--- src/rtl/cp0_access_arbiter.sv ---
// Single owner of the CP0 register-file port: arbitrates exception commit, pipeline MTC0/MFC0
// and TLB write-back, runs the wen/ren-until-ready handshake and expands TLBR into three writes.
// cp0_op_t encoding: NONE=0 EXC=1 BADVA=2 TLB=3 ERET=4 MTC0=5.
// exc_info_t packing: {epc[69:38], bd[37], exccode[36:32], badvaddr[31:0]}.
module cp0_access_arbiter #(
    parameter int WDOG_CYCLES = 16,
    parameter int TLBR_STEPS  = 3
) (
    input  logic        clk,
    input  logic        rst_n,
    input  logic        exc_req,
    input  logic [2:0]  exc_type,
    input  logic [69:0] exc_info_in,
    output logic        exc_ack,
    input  logic        pipe_req,
    input  logic        pipe_we,
    input  logic [4:0]  pipe_addr,
    input  logic [2:0]  pipe_sel,
    input  logic [31:0] pipe_wdata,
    output logic        pipe_ack,
    output logic [31:0] pipe_rdata,
    input  logic        tlb_req,
    input  logic        tlb_op,
    input  logic [31:0] tlb_index,
    input  logic [31:0] tlb_entryhi,
    input  logic [31:0] tlb_entrylo0,
    input  logic [31:0] tlb_entrylo1,
    output logic        tlb_ack,
    output logic        cp0_wen,
    output logic        cp0_ren,
    output logic [2:0]  cp0_wtype,
    output logic [69:0] cp0_exc_info,
    output logic [4:0]  cp0_waddr,
    output logic [2:0]  cp0_wsel,
    output logic [31:0] cp0_wdata,
    output logic [4:0]  cp0_raddr,
    output logic [2:0]  cp0_rsel,
    input  logic        cp0_ready,
    input  logic [31:0] cp0_rdata,
    output logic        busy,
    output logic        err
);

    localparam logic [2:0] OP_NONE = 3'd0;
    localparam logic [2:0] OP_MTC0 = 3'd5;
    localparam logic [1:0] SRC_EXC  = 2'd0;
    localparam logic [1:0] SRC_PIPE = 2'd1;
    localparam logic [1:0] SRC_TLB  = 2'd2;
    localparam int WDW = $clog2(WDOG_CYCLES + 1);
    localparam logic [WDW-1:0] WDOG_LAST = WDW'(WDOG_CYCLES - 1);
    localparam logic [1:0] STEP_LAST = 2'(TLBR_STEPS - 1);

    typedef enum logic [1:0] {
        ST_IDLE  = 2'd0,
        ST_WRITE = 2'd1,
        ST_READ  = 2'd2,
        ST_TSEQ  = 2'd3
    } state_t;

    state_t state_r, state_s;
    logic [1:0]     step_r, step_s;
    logic [WDW-1:0] wdog_r, wdog_s;
    logic [1:0]     src_r, src_s;
    logic [31:0]    lo0_r, lo0_s, lo1_r, lo1_s;
    logic           err_r, err_s;
    logic           exc_ack_r, exc_ack_s, pipe_ack_r, pipe_ack_s, tlb_ack_r, tlb_ack_s;
    logic [31:0]    rdata_r, rdata_s;
    logic           wen_r, wen_s, ren_r, ren_s;
    logic [2:0]     wtype_r, wtype_s;
    logic [69:0]    info_r, info_s;
    logic [4:0]     waddr_r, waddr_s, raddr_r, raddr_s;
    logic [2:0]     wsel_r, wsel_s, rsel_r, rsel_s;
    logic [31:0]    wdata_r, wdata_s;
    logic           ack_any_s;

    // TLBR write order: EntryHi (10), EntryLo0 (2), EntryLo1 (3), all select 0.
    function automatic logic [4:0] tseq_reg(input logic [1:0] step);
        case (step)
            2'd0:    tseq_reg = 5'd10;
            2'd1:    tseq_reg = 5'd2;
            2'd2:    tseq_reg = 5'd3;
            default: tseq_reg = 5'd0;
        endcase
    endfunction

    function automatic logic [31:0] tseq_data(input logic [1:0] step, input logic [31:0] lo0,
                                              input logic [31:0] lo1);
        case (step)
            2'd1:    tseq_data = lo0;
            2'd2:    tseq_data = lo1;
            default: tseq_data = 32'h0000_0000;
        endcase
    endfunction

    // Next-state, arbitration, handshake and watchdog logic.
    always_comb begin
        state_s    = state_r;
        step_s     = step_r;
        wdog_s     = wdog_r;
        src_s      = src_r;
        lo0_s      = lo0_r;
        lo1_s      = lo1_r;
        err_s      = err_r;
        exc_ack_s  = 1'b0;
        pipe_ack_s = 1'b0;
        tlb_ack_s  = 1'b0;
        rdata_s    = rdata_r;
        wen_s      = wen_r;
        ren_s      = ren_r;
        wtype_s    = wtype_r;
        info_s     = info_r;
        waddr_s    = waddr_r;
        wsel_s     = wsel_r;
        wdata_s    = wdata_r;
        raddr_s    = raddr_r;
        rsel_s     = rsel_r;
        ack_any_s  = exc_ack_r | pipe_ack_r | tlb_ack_r;

        case (state_r)
            ST_IDLE: begin
                wdog_s = {WDW{1'b0}};
                step_s = 2'd0;
                // Masking on ack keeps a requester that is about to drop req from being regranted.
                if (!ack_any_s && exc_req) begin
                    state_s = ST_WRITE;
                    src_s   = SRC_EXC;
                    wen_s   = 1'b1;
                    wtype_s = exc_type;
                    info_s  = exc_info_in;
                    waddr_s = 5'd0;
                    wsel_s  = 3'd0;
                    wdata_s = 32'h0000_0000;
                end else if (!ack_any_s && tlb_req) begin
                    src_s   = SRC_TLB;
                    wen_s   = 1'b1;
                    wtype_s = OP_MTC0;
                    wsel_s  = 3'd0;
                    if (tlb_op) begin
                        state_s = ST_TSEQ;
                        lo0_s   = tlb_entrylo0;
                        lo1_s   = tlb_entrylo1;
                        waddr_s = tseq_reg(2'd0);
                        wdata_s = tlb_entryhi;
                    end else begin
                        state_s = ST_WRITE;
                        waddr_s = 5'd0;
                        wdata_s = tlb_index;
                    end
                end else if (!ack_any_s && pipe_req) begin
                    src_s = SRC_PIPE;
                    if (pipe_we) begin
                        state_s = ST_WRITE;
                        wen_s   = 1'b1;
                        wtype_s = OP_MTC0;
                        waddr_s = pipe_addr;
                        wsel_s  = pipe_sel;
                        wdata_s = pipe_wdata;
                    end else begin
                        state_s = ST_READ;
                        ren_s   = 1'b1;
                        wtype_s = OP_NONE;
                        raddr_s = pipe_addr;
                        rsel_s  = pipe_sel;
                    end
                end else begin
                    state_s = ST_IDLE;
                end
            end
            ST_WRITE: begin
                if (cp0_ready) begin
                    state_s    = ST_IDLE;
                    wen_s      = 1'b0;
                    wtype_s    = OP_NONE;
                    wdog_s     = {WDW{1'b0}};
                    exc_ack_s  = (src_r == SRC_EXC);
                    pipe_ack_s = (src_r == SRC_PIPE);
                    tlb_ack_s  = (src_r == SRC_TLB);
                end else if (wdog_r == WDOG_LAST) begin
                    state_s = ST_IDLE;
                    wen_s   = 1'b0;
                    wtype_s = OP_NONE;
                    wdog_s  = {WDW{1'b0}};
                    err_s   = 1'b1;
                end else begin
                    wdog_s = wdog_r + {{(WDW-1){1'b0}}, 1'b1};
                end
            end
            ST_READ: begin
                if (cp0_ready) begin
                    state_s    = ST_IDLE;
                    ren_s      = 1'b0;
                    wdog_s     = {WDW{1'b0}};
                    rdata_s    = cp0_rdata;
                    pipe_ack_s = 1'b1;
                end else if (wdog_r == WDOG_LAST) begin
                    state_s = ST_IDLE;
                    ren_s   = 1'b0;
                    wdog_s  = {WDW{1'b0}};
                    err_s   = 1'b1;
                end else begin
                    wdog_s = wdog_r + {{(WDW-1){1'b0}}, 1'b1};
                end
            end
            ST_TSEQ: begin
                if (cp0_ready && (step_r == STEP_LAST)) begin
                    state_s   = ST_IDLE;
                    wen_s     = 1'b0;
                    wtype_s   = OP_NONE;
                    step_s    = 2'd0;
                    wdog_s    = {WDW{1'b0}};
                    tlb_ack_s = 1'b1;
                end else if (cp0_ready) begin
                    step_s  = step_r + 2'd1;
                    waddr_s = tseq_reg(step_r + 2'd1);
                    wdata_s = tseq_data(step_r + 2'd1, lo0_r, lo1_r);
                    wdog_s  = {WDW{1'b0}};
                end else if (wdog_r == WDOG_LAST) begin
                    state_s = ST_IDLE;
                    wen_s   = 1'b0;
                    wtype_s = OP_NONE;
                    step_s  = 2'd0;
                    wdog_s  = {WDW{1'b0}};
                    err_s   = 1'b1;
                end else begin
                    wdog_s = wdog_r + {{(WDW-1){1'b0}}, 1'b1};
                end
            end
            default: begin
                state_s = ST_IDLE;
                wen_s   = 1'b0;
                ren_s   = 1'b0;
                wtype_s = OP_NONE;
            end
        endcase
    end

    // State and registered-output update with asynchronous reset.
    always_ff @(posedge clk or negedge rst_n) begin
        if (!rst_n) begin
            state_r    <= ST_IDLE;
            step_r     <= 2'd0;
            wdog_r     <= {WDW{1'b0}};
            src_r      <= SRC_EXC;
            lo0_r      <= 32'h0000_0000;
            lo1_r      <= 32'h0000_0000;
            err_r      <= 1'b0;
            exc_ack_r  <= 1'b0;
            pipe_ack_r <= 1'b0;
            tlb_ack_r  <= 1'b0;
            rdata_r    <= 32'h0000_0000;
            wen_r      <= 1'b0;
            ren_r      <= 1'b0;
            wtype_r    <= OP_NONE;
            info_r     <= 70'd0;
            waddr_r    <= 5'd0;
            wsel_r     <= 3'd0;
            wdata_r    <= 32'h0000_0000;
            raddr_r    <= 5'd0;
            rsel_r     <= 3'd0;
        end else begin
            state_r    <= state_s;
            step_r     <= step_s;
            wdog_r     <= wdog_s;
            src_r      <= src_s;
            lo0_r      <= lo0_s;
            lo1_r      <= lo1_s;
            err_r      <= err_s;
            exc_ack_r  <= exc_ack_s;
            pipe_ack_r <= pipe_ack_s;
            tlb_ack_r  <= tlb_ack_s;
            rdata_r    <= rdata_s;
            wen_r      <= wen_s;
            ren_r      <= ren_s;
            wtype_r    <= wtype_s;
            info_r     <= info_s;
            waddr_r    <= waddr_s;
            wsel_r     <= wsel_s;
            wdata_r    <= wdata_s;
            raddr_r    <= raddr_s;
            rsel_r     <= rsel_s;
        end
    end

    assign exc_ack      = exc_ack_r;
    assign pipe_ack     = pipe_ack_r;
    assign tlb_ack      = tlb_ack_r;
    assign pipe_rdata   = rdata_r;
    assign cp0_wen      = wen_r;
    assign cp0_ren      = ren_r;
    assign cp0_wtype    = wtype_r;
    assign cp0_exc_info = info_r;
    assign cp0_waddr    = waddr_r;
    assign cp0_wsel     = wsel_r;
    assign cp0_wdata    = wdata_r;
    assign cp0_raddr    = raddr_r;
    assign cp0_rsel     = rsel_r;
    assign err          = err_r;
    assign busy         = (state_r != ST_IDLE);

endmodule

--- config.mk ---
export PLATFORM = sky130hd
export DESIGN_NAME = cp0_access_arbiter
export DESIGN_NICKNAME = d
export VERILOG_FILES = /design/src/rtl/cp0_access_arbiter.sv
export SDC_FILE = /design/constraint.sdc
export NUM_CORES = 1
export LEC_CHECK = 0
export CAP_MARGIN = 25
export CORE_AREA = 2 2 173 175
export CTS_CLUSTER_SIZE = 25
export DETAILED_ROUTE_END_ITERATION = 7
export DIE_AREA = 0 0 175 177
export PLACE_DENSITY = 0.79
export RECOVER_POWER = 100
export SETUP_SLACK_MARGIN = 0.02
export SYNTH_ARGS = -nofsm -noshare
export SYNTH_HDL_FRONTEND = slang
export SYNTH_SLANG_ARGS = --single-unit
--- constraint.sdc ---
create_clock -name clk -period 2.4 [get_ports clk]
set_clock_uncertainty 0.1 [all_clocks]
set_input_delay 0.36 -clock clk [delete_from_list [all_inputs] [get_ports clk]]
set_output_delay 0.36 -clock clk [all_outputs]
set_load 0.02 [all_outputs]
==> results of run 1 <==
[routing by layer]
layer | vias up | global-route usage | wire length (um)
li1 | 3691 | - | -
met1 | 4047 | 0.252 | 12900
met2 | 289 | 0.364 | 17000
met3 | 85 | 0.0515 | 2100
met4 | 2 | 0.0785 | 1310
met5 | - | 0 | 11
[worst max path at each step]
| stage | start | end | slack (ps) | cells past startpoint |
|---|---|---|---|---|
| after floorplan | state_r[0] | lo0_r[2] | 100 | 6 |
| after global placement | exc_req | lo1_r[27] | -30 | 6 |
| after detailed placement | exc_req | lo0_r[24] | -60 | 6 |
| after CTS | state_r[0] | busy | 30 | 4 |
| after global routing | pipe_ack | cp0_raddr[3] | 20 | 6 |
| final | pipe_ack | lo1_r[12] | 90 | 5 |
[registers in the layout, summed over array words and instances, names as in the netlist]
name / count
lo1_r: 32
exc_ack: 1
pipe_ack: 1
cp0_waddr: 5
cp0_wsel: 3
cp0_wen: 1
tlb_ack: 1
cp0_exc_info: 70
state_r: 2
cp0_rsel: 3
cp0_ren: 1
cp0_wtype: 3
src_r: 2
wdog_r: 5
lo0_r: 32
pipe_rdata: 32
step_r: 2
err: 1
cp0_wdata: 32
cp0_raddr: 5
[worst reg2reg max path, delay by kind of cell, from the launching register on]
family / cells / cell delay (ps)
buffers and inverters: 2 / 410
multiplexers: 1 / 360
flip-flops: 1 / 380
AND/OR/NAND/NOR: 2 / 960
[power groups by stage]
stage	combinational, uW	sequential (uW)	clock (uW)
3_5_place_dp	9810	6850	0
3_3_place_gp	9640	6750	0
4_1_cts	9850	6810	4220
5_1_grt	9980	7000	4390
2_1_floorplan	3830	8200	0
6_report	9400	6780	4080
[cell type report]
class	count	area [um2]
clock inverter	5	78.8
timing repair buffer	485	4830
clock buffer	41	808
multi-input combinational	452	4240
sequential	234	5860
inverter	9	33.8
tap	390	488
fill	2425	12900
[cell usage in the layout (no fill, tap or decap), drive strengths merged, types with 3 or more instances in the layout]
| cell | Yosys | final |
|---|---|---|
| a21o | 3 | 3 |
| a21oi | 5 | 5 |
| a221o | 32 | 32 |
| a22o | 37 | 37 |
| buf | 25 | 35 |
| clkbuf | 25 | 52 |
| clkdlybuf4s50 | 0 | 359 |
| clkinv | 0 | 3 |
| dfrtp | 234 | 234 |
| dlygate4sd3 | 0 | 79 |
| ha | 11 | 11 |
| inv | 9 | 9 |
| mux2 | 209 | 209 |
| mux2i | 34 | 34 |
| nand2 | 14 | 14 |
| nand3 | 5 | 5 |
| nor2 | 14 | 14 |
| nor3 | 34 | 34 |
| nor4 | 3 | 3 |
| o21ai | 11 | 11 |
| or3 | 5 | 5 |
[metrics by stage]
step                      cell area, um2  cells  hold WS [ps]  setup slack, ps
final                              16300   1616           319             94.9
after detailed placement           15600   1569           218            -61.0
after global placement             15600   1569           219            -33.6
after floorplan                    10400    745         -35.6              104
after global routing               16300   1616           325             15.3
after CTS                          16500   1616           253             31.9
[timing repair]
action / CTS / global route
hold buffers: 1 / 0
setup endpoints to repair: 1 / 67
hold endpoints to repair: 48 / 0
resized for setup: 2 / 3
[logic make-up after synthesis]
| logic type | share of synthesized area |
|---|---|
| multiplexers | 0.260 |
| flip-flops | 0.563 |
| AO/OA/AOI/OAI | 0.0847 |
| AND/OR/NAND/NOR | 0.0466 |
| buffers and inverters | 0.0305 |
| adder cells (fa/ha/maj) | 0.0132 |
| XOR/XNOR | 0.00169 |
==> results.py, run 1 <==
metrics = {
    "run_status": {
        "status": "finished, final reports clean",
    },
    "pwr": {
        "pwr-share-clk": 0.201,
        "seqPwrFrac": 0.335,
        "combPwrFrac": 0.464,
        "p_sw_uw": 6970,
        "max-vdd-ir-drop_v": 0.000819,
        "power_uw": 20300,
        "swShare": 0.344,
        "power.density_mw_per_mm2": 1240,
        "p_leak_uw": 0.00709,
        "intPower_uw": 13300,
    },
    "grt": {
        "grt_pass1_vias": 8844,
        "grt_pass1_wl_um": 50500,
        "grtUsageTotal": 0.210,
        "antenna_found_initial": 1,
        "grt_max_degree": 58,
        "grt_overflow": 0,
    },
    "timing": {
        "slew_headroom": 0.0600,
        "period_share": 0.960,
        "timing.fmax_mhz": 434,
        "rsz0062_at_grt": "false",
        "tns_ps": 0,
        "hold_violations": 0,
        "worstMarginPinSlew_ps": 1410,
        "maxSlewViolCount": 0,
        "period_needed_ps": 2310,
        "final-setup-viol-count": 0,
    },
    "detailed_routing": {
        "wl_per_cell_um": 20.6,
        "routed_wl_um": 33300,
        "drt-pass1-iter-count": 6,
        "vias_per_cell": 5.02,
        "drc_errors": 0,
        "via_count": 8114,
        "ant_nets": 0,
        "drtIter0Drc": 307,
    },
    "floorplan": {
        "die_x_um": 175,
        "pin_count": 441,
        "design.die.area_mm2": 0.0310,
        "row_count": 63,
        "die_h_um": 177,
        "core_mm2": 0.0292,
        "start_util": 0.355,
    },
    "critical_path": {
        "start_kind": "flop",
        "r2r_cells": 5,
        "crit_fanout": 13,
        "critical_path_class": "flop to flop",
        "regToRegStartpoint": "pipe_ack",
        "cp_cell_sequence": "or3_2 -> nor4_4 -> buf_12 -> clkbuf_2 -> mux2_2",
        "cp_num_buf_inv": 2,
        "arrival_ps": 2610,
        "endpoint_kind": "flop",
        "cpLargestDelayFamily": "simple AND/OR/NAND/NOR gates",
        "regToRegSetupSlack_ps": 90,
        "cp_slowest_cell": "or3_2",
        "r2r-end": "lo1_r[12]",
        "crit_required_ps": 2700,
        "max_stage_delay_ps": 630,
    },
    "layout": {
        "area_growth_pct": 57.2,
        "antenna_cells": 0,
        "fin_nets": 1501,
        "drive_gt1_frac": 0.241,
        "finalCoreUtilization": 0.559,
    },
    "synth": {
        "synth_common_cells": "234 x dfrtp_1, 203 x mux2_2, 37 x a22o_1",
        "synth.distinct_cells": 51,
        "synth_edf_count": 0,
        "synthTopCellsByArea": "dfrtp_1 56%, mux2_2 22%, mux2i_1 3.3%, a22o_1 3.1%, a221o_1 3.1%",
        "syn_avg_cell_area_um2": 14.0,
        "synth_nets": 1037,
        "synth_ff_type": "dfrtp_1",
        "synth.most_common_cell": "dfrtp_1",
        "ys_seq_elements": 234,
        "synth_top_area_cell": "dfrtp_1",
        "ys_seq_area_frac": 0.563,
        "synth.cell_area_mm2": 0.0104,
        "synthArstFlopShare": 1.00,
        "ys_warn_count": 0,
        "syn_inst": 745,
        "synth_top_area_frac": 0.563,
    },
    "placed_design": {
        "routabilityCongestion": 0.847,
        "hpwl_um": 25200,
        "io_buffers": 440,
    },
    "clocking": {
        "insertion_delay_ps": 520,
        "cts_tree": "done",
        "cts_htree_levels": 1,
        "cts_made_buffers": 27,
        "clock_path_buffers": 3,
        "clock_sinks": 234,
        "clk_pin_slew_ps": 60,
        "cts_setup_buffers": 0,
        "cts-root-buf": "clkbuf_16",
    },
    "flow_run": {
        "cap_violations": 0,
    },
    "worst_hold_path": {
        "hp-class": "primary input to flop",
        "hold_path_startpoint": "tlb_op",
        "hold_end": "state_r[1]",
        "hold_depth": 3,
    },
}
Note: power is estimated with default switching activity, not from simulation.
==> run 2, diff against run 1 <==
Settings changed: CORE_AREA 2 2 173 175 to 2 2 174 176, DIE_AREA 0 0 175 177 to 0 0 176 178.
==> run 2 against run 1 <==
Critical endpoint is now cp0_wtype[1]. Largest power group unchanged. Sequential power about the same. Fmax decreased by 0.25%. Die area increased by 1.1%. Critical path type unchanged.
==> results.py, run 2 (synthesized netlist as in run 1, its figures left out) <==
metrics = {
    "flow_run": {
        "cap_violations": 0,
    },
    "floorplan": {
        "pin_count": 441,
        "row_count": 63,
        "start_util": 0.354,
        "core_mm2": 0.0294,
        "design.die.area_mm2": 0.0313,
        "die_x_um": 176,
        "die_h_um": 178,
    },
    "grt": {
        "grtUsageTotal": 0.205,
        "grt_pass1_wl_um": 49700,
        "top_usage_layer": "met2",
        "use_met2": 0.367,
        "grt_max_degree": 53,
        "grt_pass1_vias": 8646,
        "met3_usage": 0.0422,
        "globalRouteMet1Util": 0.248,
        "antenna_found_initial": 1,
        "grt_overflow": 0,
    },
    "critical_path": {
        "critical_path_class": "flop to flop",
        "cp_cell_sequence": "or3_2 -> buf_4 -> a2111oi_1 -> o31ai_1 -> a22o_1",
        "regToRegStartpoint": "pipe_ack",
        "regToRegSetupSlack_ps": 90,
        "crit_required_ps": 2720,
        "cpLargestDelayFamily": "compound AO/OA/AOI/OAI gates",
        "r2r_cells": 5,
        "cp_slowest_cell": "or3_2",
        "start_kind": "flop",
        "max_stage_delay_ps": 560,
        "endpoint_kind": "flop",
        "cp_num_buf_inv": 1,
        "arrival_ps": 2630,
        "r2r-end": "cp0_wtype[1]",
        "crit_fanout": 10,
    },
    "worst_hold_path": {
        "hold_path_startpoint": "tlb_entrylo0[9]",
        "hp-class": "primary input to flop",
        "hold_depth": 2,
        "hold_end": "lo0_r[9]",
    },
    "layout": {
        "drive_gt1_frac": 0.244,
        "antenna_cells": 0,
        "stdcell_count": 1623,
        "finalCoreUtilization": 0.556,
        "area_growth_pct": 57.2,
        "largest_register_ff_count": 70,
        "fin_nets": 1506,
        "layout_commonest_cell": "clkdlybuf4s50_1",
        "final_area_mm2": 0.0163,
        "final_cell_mix": "278 x clkdlybuf4s50_1, 234 x dfrtp_1, 202 x mux2_2, 160 x dlygate4sd3_1, 37 x a22o_1",
    },
    "pwr": {
        "p_leak_uw": 0.00715,
        "power.density_mw_per_mm2": 1220,
        "max-vdd-ir-drop_v": 0.000678,
    },
    "clocking": {
        "clock_path_buffers": 3,
        "cts_tree": "done",
        "clk_pin_slew_ps": 60,
        "insertion_delay_ps": 530,
        "cts_htree_levels": 1,
        "cts-root-buf": "clkbuf_16",
        "clock_sinks": 234,
        "cts_made_buffers": 27,
        "cts_setup_buffers": 0,
    },
    "timing": {
        "period_needed_ps": 2310,
        "timing.final.ws_setup_ps": 89.1,
        "slew_headroom": 0.100,
        "final-setup-viol-count": 0,
        "rsz0062_at_grt": "true",
        "timing.fmax_mhz": 433,
        "maxSlewViolCount": 0,
        "period_share": 0.963,
        "hold_violations": 0,
        "worstMarginPinSlew_ps": 1350,
    },
    "detailed_routing": {
        "drtIter0Drc": 383,
        "routed_wl_um": 33400,
        "vias_per_cell": 5.04,
        "via_count": 8188,
        "drt-pass1-iter-count": 5,
        "drc_errors": 0,
        "wl_per_cell_um": 20.6,
        "ant_nets": 0,
    },
    "placed_design": {
        "dp_cells": 1574,
        "io_buffers": 440,
        "dpl-instance-area_mm2": 0.0156,
        "hpwl_um": 25500,
        "routabilityCongestion": 0.882,
        "place_ws_ps": -28.2,
    },
    "run_status": {
        "status": "finished, final reports clean",
    },
}
## run 2: cell count changes in the layout (fill, tap and decap cells not counted), sizes merged
| cell | previous run | this run |
|---|---|---|
| buf | 35 | 38 |
| bufinv | 2 | 3 |
| clkbuf | 52 | 48 |
| clkdlybuf4s15 | 0 | 1 |
| clkdlybuf4s50 | 359 | 278 |
| clkinv | 3 | 5 |
| clkinvlp | 0 | 3 |
| dlygate4sd2 | 1 | 0 |
| dlygate4sd3 | 79 | 160 |
| inv | 9 | 11 |
## run 2: where the power goes
part,switching (uW),internal (uW)
Combinational,4430,4710
Clock,1640,2460
Sequential,975,5800
Total,7050,13000
## run 2: layer usage
layer | vias to the layer above | part of all wire
li1 | 3720 | -
met1 | 4110 | 0.39
met2 | 292 | 0.52
met3 | 64 | 0.061
met4 | 2 | 0.028
met5 | - | 0.00039
## run 2: stage by stage
| stage | hold WS [ps] | TNS (ps) | total power [uW] |
|---|---|---|---|
| global placement | 219 | 0 | 16300 |
| global route | 318 | 0 | 21100 |
| CTS | 237 | 0 | 20900 |
| finish | 328 | 0 | 20000 |
| floorplan | -35.6 | 0 | 12000 |
| detailed placement | 216 | -656 | 16600 |
## run 2: worst max path at each step
stage,start,endpoint,slack (ps),depth (start not counted)
final,pipe_ack,cp0_wtype[1],90,5
after global routing,pipe_ack,cp0_raddr[3],10,7
after CTS,pipe_ack,cp0_wtype[1],30,5
after detailed placement,tlb_req,cp0_wdata[21],-30,6
after global placement,tlb_req,cp0_wdata[30],20,6
after floorplan,state_r[0],lo0_r[2],100,6
## run 2: layout make-up
type / count / area, um2
fill: 2442 / 13100
sequential: 234 / 5860
timing repair buffer: 490 / 4840
multi-input combinational: 452 / 4240
clock buffer: 35 / 726
tap: 390 / 488
clock inverter: 13 / 163
inverter: 9 / 33.8
## run 2: what timing repair did
action,4_1_cts,5_1_grt
hold endpoints to repair,46,0
pin swaps,0,0
resized for setup,4,1
setup endpoints to repair,1,3
gates cloned,0,0
hold buffers,1,0
## run 2: worst register-to-register path, stage by stage (launching register included)
cell and delay (ps):
dfrtp_1 380, or3_2 560, buf_4 210, a2111oi_1 430, o31ai_1 230, a22o_1 270
==> run 3, diff against run 2 <==
Settings changed: HOLD_SLACK_MARGIN from default to 0.15.
==> results of run 3 <==
The final DEF is identical to that of run 2; final timing and power are the same.
